## src/rtl/average_round_sequencer.sv

```systemverilog
// average_round_sequencer
//   Controller for the waveform averaging unit. Runs a programmed number of
//   averaging rounds (arm -> wait for records -> readout -> count beats ->
//   optional gap) without host intervention, with a per-wait watchdog.
//
// Optional feature macro: AVG_SEQ_SWTRIG_EN
//   When defined, adds swtrig_period_i / sw_trig_o: a periodic software
//   trigger pulse generated while waiting for records.
//
// Ports:
//   clk_i, rst_i              clock, asynchronous active-high reset
//   start_i, abort_i          one-cycle host commands (abort has priority)
//   nof_*_i, gap_cycles_i,
//   timeout_cycles_i          run configuration, latched on an accepted start
//   avg_*_i                   averager status (available, records, beat valid)
//   avg_arm_o/readout_o/
//   shutdown_o                one-cycle strobes to the averager
//   busy_o, done_o, timeout_o host status (timeout_o is sticky until next start)
//   round_count_o             rounds completed in the current/last run
//   state_o                   current state encoding
module average_round_sequencer #(
  parameter int TimeoutWidth = 24,
  parameter int CountWidth   = 16
) (
  input  logic                    clk_i,
  input  logic                    rst_i,
  input  logic                    start_i,
  input  logic                    abort_i,
  input  logic [CountWidth-1:0]   nof_rounds_i,
  input  logic [CountWidth-1:0]   nof_waveforms_i,
  input  logic [CountWidth-1:0]   nof_sample_cycles_i,
  input  logic [CountWidth-1:0]   gap_cycles_i,
  input  logic [TimeoutWidth-1:0] timeout_cycles_i,
  input  logic                    avg_data_available_i,
  input  logic [CountWidth-1:0]   avg_records_collected_i,
  input  logic                    avg_data_valid_i,
`ifdef AVG_SEQ_SWTRIG_EN
  input  logic [CountWidth-1:0]   swtrig_period_i,
  output logic                    sw_trig_o,
`endif
  output logic                    avg_arm_o,
  output logic                    avg_readout_o,
  output logic                    avg_shutdown_o,
  output logic                    busy_o,
  output logic                    done_o,
  output logic                    timeout_o,
  output logic [CountWidth-1:0]   round_count_o,
  output logic [2:0]              state_o
);

  typedef enum logic [2:0] {
    IDLE         = 3'd0,
    ARM          = 3'd1,
    WAIT_COLLECT = 3'd2,
    READOUT      = 3'd3,
    WAIT_READOUT = 3'd4,
    GAP          = 3'd5,
    DONE         = 3'd6
  } state_t;

  localparam logic [CountWidth-1:0] CNT_ONE = {{(CountWidth-1){1'b0}}, 1'b1};

  state_t                  state, state_nx;
  logic [CountWidth-1:0]   cfg_rounds, cfg_waves, cfg_samples, cfg_gap;
  logic [TimeoutWidth-1:0] cfg_timeout;
  logic [TimeoutWidth-1:0] wd, wd_nx, wd_inc;
  logic [CountWidth-1:0]   beats, beats_nx, beat_inc;
  logic [CountWidth-1:0]   gap_cnt, gap_nx;
  logic [CountWidth-1:0]   rounds_nx, rounds_inc;
  logic                    timeout_nx, shutdown_nx, latch, wd_expired;

  assign wd_inc     = wd + 1'b1;
  assign beat_inc   = beats + 1'b1;
  assign rounds_inc = (&round_count_o) ? round_count_o : round_count_o + 1'b1;
  // Watchdog fires on the cycle its count would reach the limit, so a wait
  // state lasts exactly cfg_timeout cycles before the shutdown pulse.
  assign wd_expired = (cfg_timeout != '0) && (wd_inc == cfg_timeout);

  always_comb begin
    state_nx    = state;
    wd_nx       = wd;
    beats_nx    = beats;
    gap_nx      = gap_cnt;
    rounds_nx   = round_count_o;
    timeout_nx  = timeout_o;
    shutdown_nx = 1'b0;
    latch       = 1'b0;
    case (state)
      IDLE: begin
        if (start_i) begin
          latch      = 1'b1;
          rounds_nx  = '0;
          timeout_nx = 1'b0;
          state_nx   = ARM;
        end
      end
      ARM: begin
        wd_nx    = '0;
        state_nx = WAIT_COLLECT;
      end
      WAIT_COLLECT: begin
        wd_nx = wd_inc;
        if (wd_expired) begin
          timeout_nx  = 1'b1;
          shutdown_nx = 1'b1;
          state_nx    = IDLE;
        end else if (avg_data_available_i && (avg_records_collected_i >= cfg_waves)) begin
          state_nx = READOUT;
        end
      end
      READOUT: begin
        beats_nx = '0;
        wd_nx    = '0;
        state_nx = WAIT_READOUT;
      end
      WAIT_READOUT: begin
        wd_nx = wd_inc;
        if (wd_expired) begin
          timeout_nx  = 1'b1;
          shutdown_nx = 1'b1;
          state_nx    = IDLE;
        end else if (avg_data_valid_i) begin
          beats_nx = beat_inc;
          if (beat_inc == cfg_samples) begin
            rounds_nx = rounds_inc;
            gap_nx    = '0;
            if (rounds_inc == cfg_rounds) state_nx = DONE;
            else if (cfg_gap == '0)       state_nx = ARM;  // no gap: re-arm at once
            else                          state_nx = GAP;
          end
        end
      end
      GAP: begin
        gap_nx = gap_cnt + 1'b1;
        if (gap_nx == cfg_gap) state_nx = ARM;
      end
      DONE:    state_nx = IDLE;
      default: state_nx = IDLE;
    endcase

    // Abort overrides everything, including a same-cycle timeout or round end.
    if (abort_i && (state != IDLE)) begin
      state_nx    = IDLE;
      shutdown_nx = 1'b1;
      rounds_nx   = round_count_o;
      timeout_nx  = timeout_o;
    end
  end

  always_ff @(posedge clk_i or posedge rst_i) begin
    if (rst_i) begin
      state          <= IDLE;
      wd             <= '0;
      beats          <= '0;
      gap_cnt        <= '0;
      cfg_rounds     <= '0;
      cfg_waves      <= '0;
      cfg_samples    <= '0;
      cfg_gap        <= '0;
      cfg_timeout    <= '0;
      round_count_o  <= '0;
      timeout_o      <= 1'b0;
      avg_arm_o      <= 1'b0;
      avg_readout_o  <= 1'b0;
      avg_shutdown_o <= 1'b0;
      done_o         <= 1'b0;
      busy_o         <= 1'b0;
    end else begin
      state          <= state_nx;
      wd             <= wd_nx;
      beats          <= beats_nx;
      gap_cnt        <= gap_nx;
      round_count_o  <= rounds_nx;
      timeout_o      <= timeout_nx;
      // Strobes are registered images of the state being entered, so each is
      // high for exactly the one cycle spent in ARM / READOUT / DONE.
      avg_arm_o      <= (state_nx == ARM);
      avg_readout_o  <= (state_nx == READOUT);
      done_o         <= (state_nx == DONE);
      avg_shutdown_o <= shutdown_nx;
      busy_o         <= (state_nx != IDLE);
      if (latch) begin
        cfg_rounds  <= (nof_rounds_i == '0) ? CNT_ONE : nof_rounds_i;
        cfg_samples <= (nof_sample_cycles_i == '0) ? CNT_ONE : nof_sample_cycles_i;
        cfg_waves   <= nof_waveforms_i;
        cfg_gap     <= gap_cycles_i;
        cfg_timeout <= timeout_cycles_i;
      end
    end
  end

  assign state_o = state;

`ifdef AVG_SEQ_SWTRIG_EN
  logic [CountWidth-1:0] cfg_period, sw_cnt, sw_nx;
  logic                  sw_pulse;

  always_comb begin
    sw_nx    = sw_cnt;
    sw_pulse = 1'b0;
    if (state == ARM) begin
      sw_nx = '0;
    end else if (state == WAIT_COLLECT) begin
      sw_nx = sw_cnt + 1'b1;
      if ((cfg_period != '0) && (sw_nx == cfg_period)) begin
        sw_pulse = 1'b1;
        sw_nx    = '0;
      end
    end
    // Suppress a pulse that would land in the cycle after leaving the wait.
    if (state_nx != WAIT_COLLECT) sw_pulse = 1'b0;
  end

  always_ff @(posedge clk_i or posedge rst_i) begin
    if (rst_i) begin
      cfg_period <= '0;
      sw_cnt     <= '0;
      sw_trig_o  <= 1'b0;
    end else begin
      sw_cnt    <= sw_nx;
      sw_trig_o <= sw_pulse;
      if (latch) cfg_period <= swtrig_period_i;
    end
  end
`endif

endmodule

```

## config.mk

```make
export PLATFORM = sky130hd
export DESIGN_NAME = average_round_sequencer
export DESIGN_NICKNAME = d
export VERILOG_FILES = /design/src/rtl/average_round_sequencer.sv
export SDC_FILE = /design/constraint.sdc
export NUM_CORES = 1
export LEC_CHECK = 0
export CAP_MARGIN = 20
export CELL_PAD_IN_SITES_DETAIL_PLACEMENT = 0
export CELL_PAD_IN_SITES_GLOBAL_PLACEMENT = 1
export CORE_UTILIZATION = 40
export CTS_CLUSTER_DIAMETER = 50
export DETAILED_ROUTE_END_ITERATION = 8
export GPL_TIMING_DRIVEN = 0
export PLACE_DENSITY = 0.85
export SLEW_MARGIN = 25
export SYNTH_ARGS = -nofsm -noshare
export SYNTH_HDL_FRONTEND = slang
export SYNTH_SLANG_ARGS = --single-unit
```

## constraint.sdc

```tcl
create_clock -name clk_i -period 11.8 [get_ports clk_i]
set_input_delay 2.95 -clock clk_i [delete_from_list [all_inputs] [get_ports clk_i]]
set_output_delay 2.95 -clock clk_i [all_outputs]
set_load 0.1 [all_outputs]
```

# --- Word-level counts from Yosys, hierarchy flattened ---
# Cells that the tools add are included.
op_classes:
  addsub: 4
  magnitude_cmp: 1
  eq_ne: 17
  muxes: 35
  n_bitwise: 1
  reduce_logical: 22
ops:
  columns: ["operator", "count"]
  rows:
  - ["two-way mux 16 bit", 12]
  - ["one-hot mux 16 bit (2 select lines)", 3]
  - ["adder 16 x 1 -> 16 bit, second input constant", 3]
  - ["== test 16 bit", 3]
  - ["zero test 16 bit", 3]
  - ["one-hot mux 24 bit (2 select lines)", 1]
  - ["two-way mux 3 bit", 10]
  - ["adder 24 x 1 -> 24 bit, second input constant", 1]
  - ["== test 24 bit", 1]
  - ["nonzero test 24 bit", 1]
  - ["one-hot mux 3 bit (6 select lines)", 1]
  - ["greater-or-equal comparator 16 bit", 1]
  - ["AND reduction 16 bit", 1]
  - ["nonzero test 2 bit", 5]
  - ["== test 3 x 2 -> 1 bit, second input constant", 3]
  - ["== test 3 bit, second input constant", 3]
  - ["!= test 2 bit, second input constant", 4]
  - ["AND reduction 4 bit", 2]
  - ["two-way mux 1 bit", 7]
  - ["== test 3 x 1 -> 1 bit, second input constant", 2]
  - ["AND reduction 6 bit", 1]
  - ["nonzero test 3 bit", 2]
  - ["OR reduction 2 bit", 2]
  - ["logical AND 1 bit", 3]
  - ["5 further kinds", 5]
totals:
  register_bits: 169
  inputBits: 110
  wordCells: 96

# --- Depth between registers and ports, before layout ---
# Gate-level depths: netlist of the first run.
logic_depth:
  word_depth: 10
  depth_mapped: 13

# --- Least setup slack after synthesis of the first run ---
# OpenSTA, ideal clock, no wires.
synth_path:
  path_type: "input to register"
  startpoint: "input port avg_records_collected_i[0]"
  endpoint: "register done_o"
  setup_ns: 0.111
  arrival_time_ns: 4.769
  t_required_ns: 11.689
  setup_slack_ns: 6.919
  path_stages: 11
  n_path_buf: 0
  path_cell_list: "inv_1 ha_1 nand2b_1 a21o_1 a21oi_1 nor2b_1 o211ai_1 a2111oi_0 o2111a_1 a31o_2 a2111oi_2"
synth_via:
  elab_chain_cells: 7
synth_rtl:
  columns: ["element", "line_no", "text"]
  rows:
  - ["start: declaration", "35", "input logic [CountWidth-1:0] avg_records_collected_i,"]
  - ["greater-or-equal comparator 16 bit", "107", "end else if (avg_data_available_i && (avg_records_collected_i >= cfg_waves)) begin"]
  - ["logical AND 1 bit", "107", null]
  - ["two-way mux 3 bit", "107", null]
  - ["two-way mux 3 bit", "103", "if (wd_expired) begin"]
  - ["one-hot mux 3 bit (6 select lines)", "88", "case (state)"]
  - ["two-way mux 3 bit", "142", "if (abort_i && (state != IDLE)) begin"]
  - ["== test 3 bit", "179", "done_o <= (state_nx == DONE);"]
  - ["end signal: assignment", "179", null]
  - ["end: declaration", "45", "output logic done_o,"]
# Every way passes these cells.
# A chain may end at the register's enable or synchronous reset.

# --- Final worst setup path of the first run ---
layout_path:
  startpoint: "input port avg_data_valid_i"
  endpoint: "register gap_cnt[9]"
layout_via:
  elab_chain_cells: 2
layout_rtl:
  columns: ["element", "line_no", "text"]
  rows:
  - ["start: declaration", "36", "input logic avg_data_valid_i,"]
  - ["!= test 2 bit (no source line)", null, null]
  - ["AND reduction 4 bit (no source line)", null, null]
  - ["end signal: assignment", "172", "gap_cnt <= gap_nx;"]
  - ["end: declaration", "68", "logic [CountWidth-1:0] gap_cnt, gap_nx;"]
# Every way passes these cells.

==> flow_results.xml, run 1 <==
<?xml version="1.0" encoding="UTF-8"?>
<metrics>
  <group name="sta">
    <metric name="fin_worst_skew" unit="ps">20.1</metric>
    <metric name="fin_setup_tns" unit="ps">0</metric>
    <metric name="period_share" unit="%">49.8</metric>
    <metric name="period_minus_slack" unit="ps">5870</metric>
    <metric name="slew_viol_final" unit="">0</metric>
    <metric name="slew_headroom" unit="%">30.1</metric>
    <metric name="final.hold.worst_slack" unit="ps">486</metric>
    <metric name="report.final.hold_viol_count" unit="">0</metric>
    <metric name="max_clock_freq" unit="GHz">0.170</metric>
    <metric name="setup_viol" unit="">0</metric>
    <metric name="rsz_0062_raised_after_global_routing" unit="">false</metric>
    <metric name="worst_slew_pin_slew" unit="ps">1050</metric>
  </group>
  <group name="layout">
    <metric name="final_layout_size_suffix_gt1_share" unit="%">5.46</metric>
    <metric name="area.growth.synth_to_final" unit="%">22.6</metric>
    <metric name="antenna_cells" unit="">0</metric>
    <metric name="design.final.nets" unit="">1563</metric>
  </group>
  <group name="clock_tree">
    <metric name="clock_sinks" unit="">169</metric>
    <metric name="postCtsResizedCells" unit="">0</metric>
    <metric name="clock_slew_at_the_register_clock_pins_of_the_worst_setup_and_hold_paths" unit="ps">70</metric>
    <metric name="post_cts_hold_buffer_count" unit="">0</metric>
    <metric name="insertion_delay" unit="ps">440</metric>
    <metric name="tritoncts.num_buffers" unit="">17</metric>
    <metric name="cts_tree" unit="">yes</metric>
    <metric name="ctsLongestPathBuffers" unit="">2</metric>
    <metric name="postCtsSetupBuffers" unit="">0</metric>
    <metric name="clock-root-buffer" unit="">clkbuf_16</metric>
    <metric name="ctsHtreeMaxLevel" unit="">4</metric>
  </group>
  <group name="place">
    <metric name="io_buffers" unit="">134</metric>
    <metric name="detailedPlacementHpwl" unit="mm">23.5</metric>
    <metric name="gpl.final_weighted_congestion" unit="">0.930</metric>
  </group>
  <group name="logic_synthesis">
    <metric name="mappedNetlistNets" unit="">1409</metric>
    <metric name="yosys.area_share.adder" unit="%">2.37</metric>
    <metric name="synth.mux.area_fraction" unit="%">1.28</metric>
    <metric name="synthMostInstantiatedCell" unit="">nand2_1</metric>
    <metric name="share_of_the_synthesized_area_in_compound_gates_ao_oa_aoi_oai" unit="%">16.4</metric>
    <metric name="synthXorXnorAreaFrac" unit="%">8.31</metric>
    <metric name="yosys-top-cells-count" unit="">292 x nand2_1, 169 x dfrtp_1, 86 x o21ai_0</metric>
    <metric name="synth_edf_count" unit="">0</metric>
    <metric name="synth_top_cell_area_share" unit="%">40.1</metric>
    <metric name="postSynthAreaPerCell" unit="sq um">8.24</metric>
    <metric name="yosys_register_bits" unit="">169</metric>
    <metric name="post_synth_and_or_nand_nor_area_fraction" unit="%">27.2</metric>
    <metric name="mappedNetlistArea" unit="sq um">10500</metric>
    <metric name="syn_inst" unit="">1279</metric>
    <metric name="yosys.area.top_type" unit="">dfrtp_1</metric>
    <metric name="yosysUniqueCellTypes" unit="">86</metric>
    <metric name="synthesis.yosys.warnings" unit="">0</metric>
    <metric name="postSynth.asyncResetShare" unit="%">100</metric>
    <metric name="synth-seq-area-share" unit="%">40.1</metric>
    <metric name="synth_top_cells_by_area" unit="">dfrtp_1 40%, nand2_1 10%, xnor2_1 5.5%, o21ai_0 4.1%, xor2_1 2.8%</metric>
    <metric name="synth_ff_type" unit="">dfrtp_1</metric>
    <metric name="synth_top_family_by_area" unit="">simple AND/OR/NAND/NOR gates</metric>
  </group>
  <group name="drt">
    <metric name="wl_met2" unit="mm">14.9</metric>
    <metric name="detail_route.wirelength" unit="mm">32.0</metric>
    <metric name="met3RoutedLength" unit="mm">2.02</metric>
    <metric name="wl_met1" unit="mm">14.5</metric>
    <metric name="vias_per_cell" unit="">5.61</metric>
    <metric name="drt_pre_antenna_iters" unit="">5</metric>
    <metric name="detailroute.via_count" unit="">9999</metric>
    <metric name="postRouteAntennaNets" unit="">0</metric>
    <metric name="dr_iter_0_viols" unit="">840</metric>
    <metric name="top_layer" unit="">met4</metric>
    <metric name="drc_errors" unit="">0</metric>
    <metric name="drt-wirelength-per-cell" unit="microns">18.0</metric>
  </group>
  <group name="job">
    <metric name="maxCapViolations" unit="">0</metric>
  </group>
  <group name="power">
    <metric name="ir_worst_vdd" unit="uV">134</metric>
    <metric name="power_density_cells" unit="nW/um^2">199</metric>
    <metric name="leakagePower" unit="uW">0.00553</metric>
  </group>
  <group name="min_path">
    <metric name="hold_path_class" unit="">reg2reg</metric>
  </group>
  <group name="setup_path">
    <metric name="required" unit="ps">12110</metric>
    <metric name="path_max_fanout" unit="">10</metric>
    <metric name="worst_setup_start_kind" unit="">input pin</metric>
    <metric name="critPathKind" unit="">in2reg</metric>
    <metric name="end_kind" unit="">flop</metric>
    <metric name="cp.arrival" unit="ps">6190</metric>
  </group>
  <group name="floorplan">
    <metric name="design.die.area" unit="sq um">27000</metric>
    <metric name="floorplan.die.height" unit="microns">164</metric>
    <metric name="row_count" unit="">59</metric>
    <metric name="placeableCoreArea" unit="sq um">26000</metric>
    <metric name="top_level_ports" unit="">135</metric>
    <metric name="floorplan.initialDensity" unit="%">40.6</metric>
    <metric name="fp.dieW" unit="microns">164</metric>
  </group>
  <group name="grt">
    <metric name="grt_remaining_overflow" unit="">0</metric>
    <metric name="global_route.usage.total" unit="%">24.3</metric>
    <metric name="grt_antenna_before_repair" unit="">0</metric>
    <metric name="wire_length_of_the_first_global_routing_pass" unit="mm">50.6</metric>
    <metric name="via_count_of_the_first_global_routing_pass" unit="">9471</metric>
    <metric name="maximum_number_of_pins_on_one_net_before_global_route_repair" unit="">90</metric>
  </group>
  <group name="status">
    <metric name="outcome" unit="">complete, no violations</metric>
  </group>
</metrics>
[power by group]
| group | internal (uW) | total (uW) | switching (uW) |
|---|---|---|---|
| clock | 301 | 573 | 272 |
| combinational | 404 | 1030 | 621 |
| sequential | 764 | 970 | 205 |
[critical path, stage by stage]
cell and delay (ps):
clkdlybuf4s50_1 580, and3_1 190, o211ai_1 150, nand4b_1 220, nor4_1 550, nor3b_1 620, o211ai_2 360, buf_2 290
a21oi_1 170, mux2i_1 100
[final cells by class]
cell class | instances | area [sq um]
Multi-Input combinational cell | 996 | 5860
Timing Repair Buffer | 135 | 1370
Tap cell | 335 | 419
Sequential cell | 169 | 4230
Clock buffer | 18 | 429
Clock inverter | 14 | 156
Inverter | 46 | 180
Buffer | 68 | 287
Fill cell | 2503 | 13100
[state kept, by name, summed over array words and instances (netlist names)]
register and cells:
done_o 1, timeout_o 1, beats 16, gap_cnt 16, busy_o 1, cfg_rounds 16
cfg_timeout 24, cfg_waves 16, wd 24, round_count_o 16, avg_arm_o 1, avg_shutdown_o 1
state_o 3, cfg_gap 16, avg_readout_o 1, cfg_samples 16
[logic make-up after synthesis]
kind of cell	Yosys count
xor gates and xnor gates	100
adders and majority gates	20
and+or+nand+nor	599
AOI/OAI and AO/OA	264
buffers and inverters	114
DFF	169
muxes	13
[per-stage QoR]
step / setup WS [ps] / util [%] / power, uW / cells / cell area [sq um]
after CTS: 6110 / 49.7 / 2580 / 1781 / 12900
after detailed placement: 5660 / 47.5 / 2000 / 1749 / 12300
final: 5930 / 49.7 / 2570 / 1781 / 12900
after floorplan: 4270 / - / 1650 / 1279 / 10500
after global placement: 1760 / 47.4 / 1970 / 1748 / 12300
after global routing: 5810 / 49.7 / 2750 / 1781 / 12900
[path summary, 6_finish.rpt]
path                                  start               to  slack (ps)  depth (start not counted)
setup / recovery           avg_data_valid_i       gap_cnt[9]        5930                         10
hold / removal                 cfg_waves[0]     cfg_waves[0]         490                          2
min in group asynchronous             rst_i  cfg_timeout[13]        3000                          2
hold reg to reg                cfg_waves[0]     cfg_waves[0]         490                          2
max in group asynchronous             rst_i   cfg_samples[6]        7950                          3
setup reg to reg                   beats[0]       gap_cnt[9]        7520                         12
[layer usage]
layer	vias up	GRT usage, %
met5	-	0
met4	0	7.11
met3	48	4.42
met2	357	39.0
met1	4764	33.2
li1	4830	-
[cells in the final DEF (no fill, tap or decap), types with 5 or more instances in the layout]
| cell type | n |
|---|---|
| o211ai_1 | 10 |
| clkdlybuf4s50_1 | 134 |
| and2_1 | 10 |
| o31ai_1 | 9 |
| inv_8 | 5 |
| clkbuf_16 | 17 |
| dfrtp_1 | 169 |
| a21oi_1 | 49 |
| and3_1 | 24 |
| a31oi_1 | 14 |
| xnor2_1 | 66 |
| nor2b_1 | 7 |
| nor3b_1 | 5 |
| a21o_1 | 11 |
| clkbuf_1 | 46 |
| ha_1 | 20 |
| xor2_1 | 34 |
| o21ai_0 | 86 |
| nand4_1 | 27 |
| and4_1 | 13 |
| o21ai_1 | 5 |
| buf_2 | 17 |
| nand2b_1 | 6 |
| nor2_1 | 66 |
| a41oi_1 | 6 |
| nor3_1 | 31 |
| nand2_1 | 292 |
| or3_1 | 7 |
| mux2i_1 | 9 |
| inv_1 | 44 |
| nand3_1 | 55 |
| a2111oi_0 | 5 |
| nor4_1 | 30 |
Note: power is estimated with default switching activity, not from simulation.
==> inputs of run 2 (changes only) <==
--- a/config.mk
+++ b/config.mk
@@ -8,7 +8,7 @@
 export CAP_MARGIN = 20
 export CELL_PAD_IN_SITES_DETAIL_PLACEMENT = 0
 export CELL_PAD_IN_SITES_GLOBAL_PLACEMENT = 1
-export CORE_UTILIZATION = 40
+export CORE_UTILIZATION = 38
 export CTS_CLUSTER_DIAMETER = 50
 export DETAILED_ROUTE_END_ITERATION = 8
 export GPL_TIMING_DRIVEN = 0
==> constraint.sdc (replaced) <==
create_clock -name clk_i -period 4.8 [get_ports clk_i]
set_input_delay 1.2 -clock clk_i [delete_from_list [all_inputs] [get_ports clk_i]]
set_output_delay 1.2 -clock clk_i [all_outputs]
set_load 0.1 [all_outputs]
==> run 2 against run 1 <==
Compared with the run above:
- sequential share of layout area shrank 0.27 points
- total power grew 140%
- largest cell class unchanged
- critical path depth grew 2
- largest power group unchanged
- clock-buffer cell count is the same
- sequential power grew 150%
- cell count grew 2.4%
- hold slack lost 3.4 ps
==> flow_results.xml, run 2 (synthesized netlist as in run 1, its figures left out) <==
<?xml version="1.0" encoding="UTF-8"?>
<metrics>
  <group name="status">
    <metric name="outcome" unit="">complete, no violations</metric>
  </group>
  <group name="drt">
    <metric name="detail_route.wirelength" unit="mm">32.1</metric>
    <metric name="dr_iter_0_viols" unit="">752</metric>
    <metric name="vias_per_cell" unit="">5.51</metric>
    <metric name="drt_pre_antenna_iters" unit="">5</metric>
    <metric name="drc_errors" unit="">0</metric>
    <metric name="detailroute.via_count" unit="">10000</metric>
    <metric name="postRouteAntennaNets" unit="">0</metric>
    <metric name="drt-wirelength-per-cell" unit="microns">17.6</metric>
  </group>
  <group name="layout">
    <metric name="design_area" unit="sq um">13000</metric>
    <metric name="fillerInstances" unit="">2688</metric>
    <metric name="layout.cells.most_common_list" unit="">292 x nand2_1, 169 x dfrtp_1, 134 x clkdlybuf4s50_1</metric>
    <metric name="layoutNonFillerInstCount" unit="">1823</metric>
    <metric name="layout_top_registers" unit="">cfg_timeout: 24 flops, wd: 24 flops</metric>
    <metric name="final_common_cell" unit="">nand2_1</metric>
    <metric name="design.final.nets" unit="">1568</metric>
    <metric name="area.growth.synth_to_final" unit="%">23.6</metric>
    <metric name="antenna_cells" unit="">0</metric>
    <metric name="final_layout_size_suffix_gt1_share" unit="%">5.79</metric>
    <metric name="post-route-util" unit="%">48.1</metric>
  </group>
  <group name="power">
    <metric name="leakagePower" unit="uW">0.00556</metric>
    <metric name="clock_group_share_of_total_power" unit="%">21.6</metric>
    <metric name="comb_power_share" unit="%">40.2</metric>
    <metric name="net-switching-power" unit="uW">2690</metric>
    <metric name="ir_worst_vdd" unit="uV">449</metric>
    <metric name="power.share.sequential" unit="%">38.1</metric>
    <metric name="power_report.internal_total" unit="uW">3570</metric>
    <metric name="totalPowerFinal" unit="uW">6260</metric>
    <metric name="sw_frac_of_total" unit="%">42.9</metric>
    <metric name="power_density_cells" unit="nW/um^2">480</metric>
  </group>
  <group name="floorplan">
    <metric name="design.die.area" unit="sq um">28400</metric>
    <metric name="placeableCoreArea" unit="sq um">27100</metric>
    <metric name="floorplan.initialDensity" unit="%">38.9</metric>
    <metric name="floorplan.die.height" unit="microns">169</metric>
    <metric name="row_count" unit="">60</metric>
    <metric name="fp.dieW" unit="microns">169</metric>
    <metric name="top_level_ports" unit="">135</metric>
  </group>
  <group name="sta">
    <metric name="fin_worst_skew" unit="ps">18.6</metric>
    <metric name="setup_viol" unit="">0</metric>
    <metric name="rsz_0062_raised_after_global_routing" unit="">false</metric>
    <metric name="worst_slew_pin_slew" unit="ps">1060</metric>
    <metric name="max_clock_freq" unit="GHz">0.231</metric>
    <metric name="period_share" unit="%">90.1</metric>
    <metric name="slew_headroom" unit="%">29.3</metric>
    <metric name="fin_setup_tns" unit="ps">0</metric>
    <metric name="period_minus_slack" unit="ps">4320</metric>
    <metric name="slew_viol_final" unit="">0</metric>
    <metric name="report.final.hold_viol_count" unit="">0</metric>
  </group>
  <group name="clock_tree">
    <metric name="postCtsSetupBuffers" unit="">0</metric>
    <metric name="clock_sinks" unit="">169</metric>
    <metric name="tritoncts.num_buffers" unit="">17</metric>
    <metric name="post_cts_hold_buffer_count" unit="">0</metric>
    <metric name="postCtsResizedCells" unit="">0</metric>
    <metric name="insertion_delay" unit="ps">450</metric>
    <metric name="ctsHtreeMaxLevel" unit="">4</metric>
    <metric name="ctsLongestPathBuffers" unit="">2</metric>
    <metric name="clock_slew_at_the_register_clock_pins_of_the_worst_setup_and_hold_paths" unit="ps">70</metric>
    <metric name="cts_tree" unit="">yes</metric>
    <metric name="clock-root-buffer" unit="">clkbuf_16</metric>
  </group>
  <group name="place">
    <metric name="detailed_place.area" unit="sq um">12500</metric>
    <metric name="dp.cells" unit="">1791</metric>
    <metric name="io_buffers" unit="">134</metric>
    <metric name="detailedPlacementHpwl" unit="mm">24.2</metric>
    <metric name="gpl.final_weighted_congestion" unit="">0.898</metric>
  </group>
  <group name="min_path">
    <metric name="worst_hold_path.num_cells" unit="">2</metric>
    <metric name="hold_path_class" unit="">reg2reg</metric>
  </group>
  <group name="grt">
    <metric name="grt_antenna_before_repair" unit="">0</metric>
    <metric name="global_route.usage.total" unit="%">23.2</metric>
    <metric name="maximum_number_of_pins_on_one_net_before_global_route_repair" unit="">32</metric>
    <metric name="via_count_of_the_first_global_routing_pass" unit="">9572</metric>
    <metric name="wire_length_of_the_first_global_routing_pass" unit="mm">51.8</metric>
    <metric name="grt_remaining_overflow" unit="">0</metric>
  </group>
  <group name="setup_path">
    <metric name="critical_path.slowest_cell" unit="">nor4_1</metric>
    <metric name="path_max_fanout" unit="">10</metric>
    <metric name="r2r_slack" unit="ps">480</metric>
    <metric name="crit_family" unit="">simple AND/OR/NAND/NOR gates</metric>
    <metric name="worstSetupPathDepth" unit="">12</metric>
    <metric name="path_buf_inv" unit="">2</metric>
    <metric name="cp_cell_sequence" unit="">ha_1 &gt; clkbuf_1 &gt; and4_1 &gt; nand3_1 &gt; xnor2_1 &gt; nand4b_1 &gt; nor4_1 &gt; nor3b_1 &gt; o211ai_2 &gt; buf_2 &gt; a21oi_1 &gt; mux2i_1</metric>
    <metric name="end_kind" unit="">flop</metric>
    <metric name="required" unit="ps">5120</metric>
    <metric name="cpPeakStageDelay" unit="ps">610</metric>
    <metric name="critPathKind" unit="">reg2reg</metric>
    <metric name="rr_worst_depth" unit="">12</metric>
    <metric name="worst_setup_start_kind" unit="">flop</metric>
    <metric name="cp.arrival" unit="ps">4650</metric>
  </group>
  <group name="job">
    <metric name="maxCapViolations" unit="">0</metric>
  </group>
</metrics>
-- run 2: cell count changes in the layout (fill, tap and decap cells not counted), sizes merged --
cell,previous run,this run
inv,52,53
clkinv,3,4
clkinvlp,4,3
bufinv,1,0
buf,22,27
-- run 2: power by group through the flow --
stage	sequential, uW	combinational, uW	clock [uW]
2_1_floorplan	2370	1690	0
3_3_place_gp	2390	2460	0
3_5_place_dp	2400	2510	0
4_1_cts	2380	2520	1380
5_1_grt	2450	2810	1440
6_report	2380	2520	1350
-- run 2: final cells by class --
cell class | count | area [sq um] | share of cell area [%]
clock buffers | 18 | 429 | 3.29
multi-input cells | 996 | 5860 | 44.9
inverters | 46 | 176 | 1.35
well taps | 372 | 465 | 3.57
repair buffers | 140 | 1460 | 11.2
plain buffers | 68 | 287 | 2.20
clock inverters | 14 | 129 | 0.989
flip-flops and latches | 169 | 4230 | 32.4
-- run 2: layer usage --
| layer | GRT usage (%) | wire, microns | up-vias |
|---|---|---|---|
| met5 | 0 | 0 | - |
| met4 | 7.08 | 641 | 0 |
| met3 | 3.67 | 1840 | 38 |
| met2 | 37.0 | 14900 | 320 |
| met1 | 32.2 | 14700 | 4844 |
| li1 | - | - | 4837 |
-- run 2: worst reg2reg max path: stages (launching register included) --
cell,delay (ps)
dfrtp_1,470
ha_1,180
clkbuf_1,380
and4_1,400
nand3_1,290
xnor2_1,300
nand4b_1,120
nor4_1,610
nor3b_1,610
o211ai_2,320
buf_2,280
a21oi_1,170
mux2i_1,90
-- run 2: stage by stage --
step | hold slack, ps | setup slack [ps]
after detailed placement | 472 | 459
after CTS | 489 | 696
final | 482 | 478
after global routing | 524 | 268
after floorplan | 450 | 1030
after global placement | 470 | -79.2
-- run 2: worst paths after layout --
path / start / endpoint
max reg2reg: beats[0] / gap_cnt[8]
max in group asynchronous: rst_i / beats[10]
max: beats[0] / gap_cnt[8]
min in group asynchronous: rst_i / cfg_waves[12]
min: cfg_waves[0] / cfg_waves[0]
min reg2reg: cfg_waves[0] / cfg_waves[0]
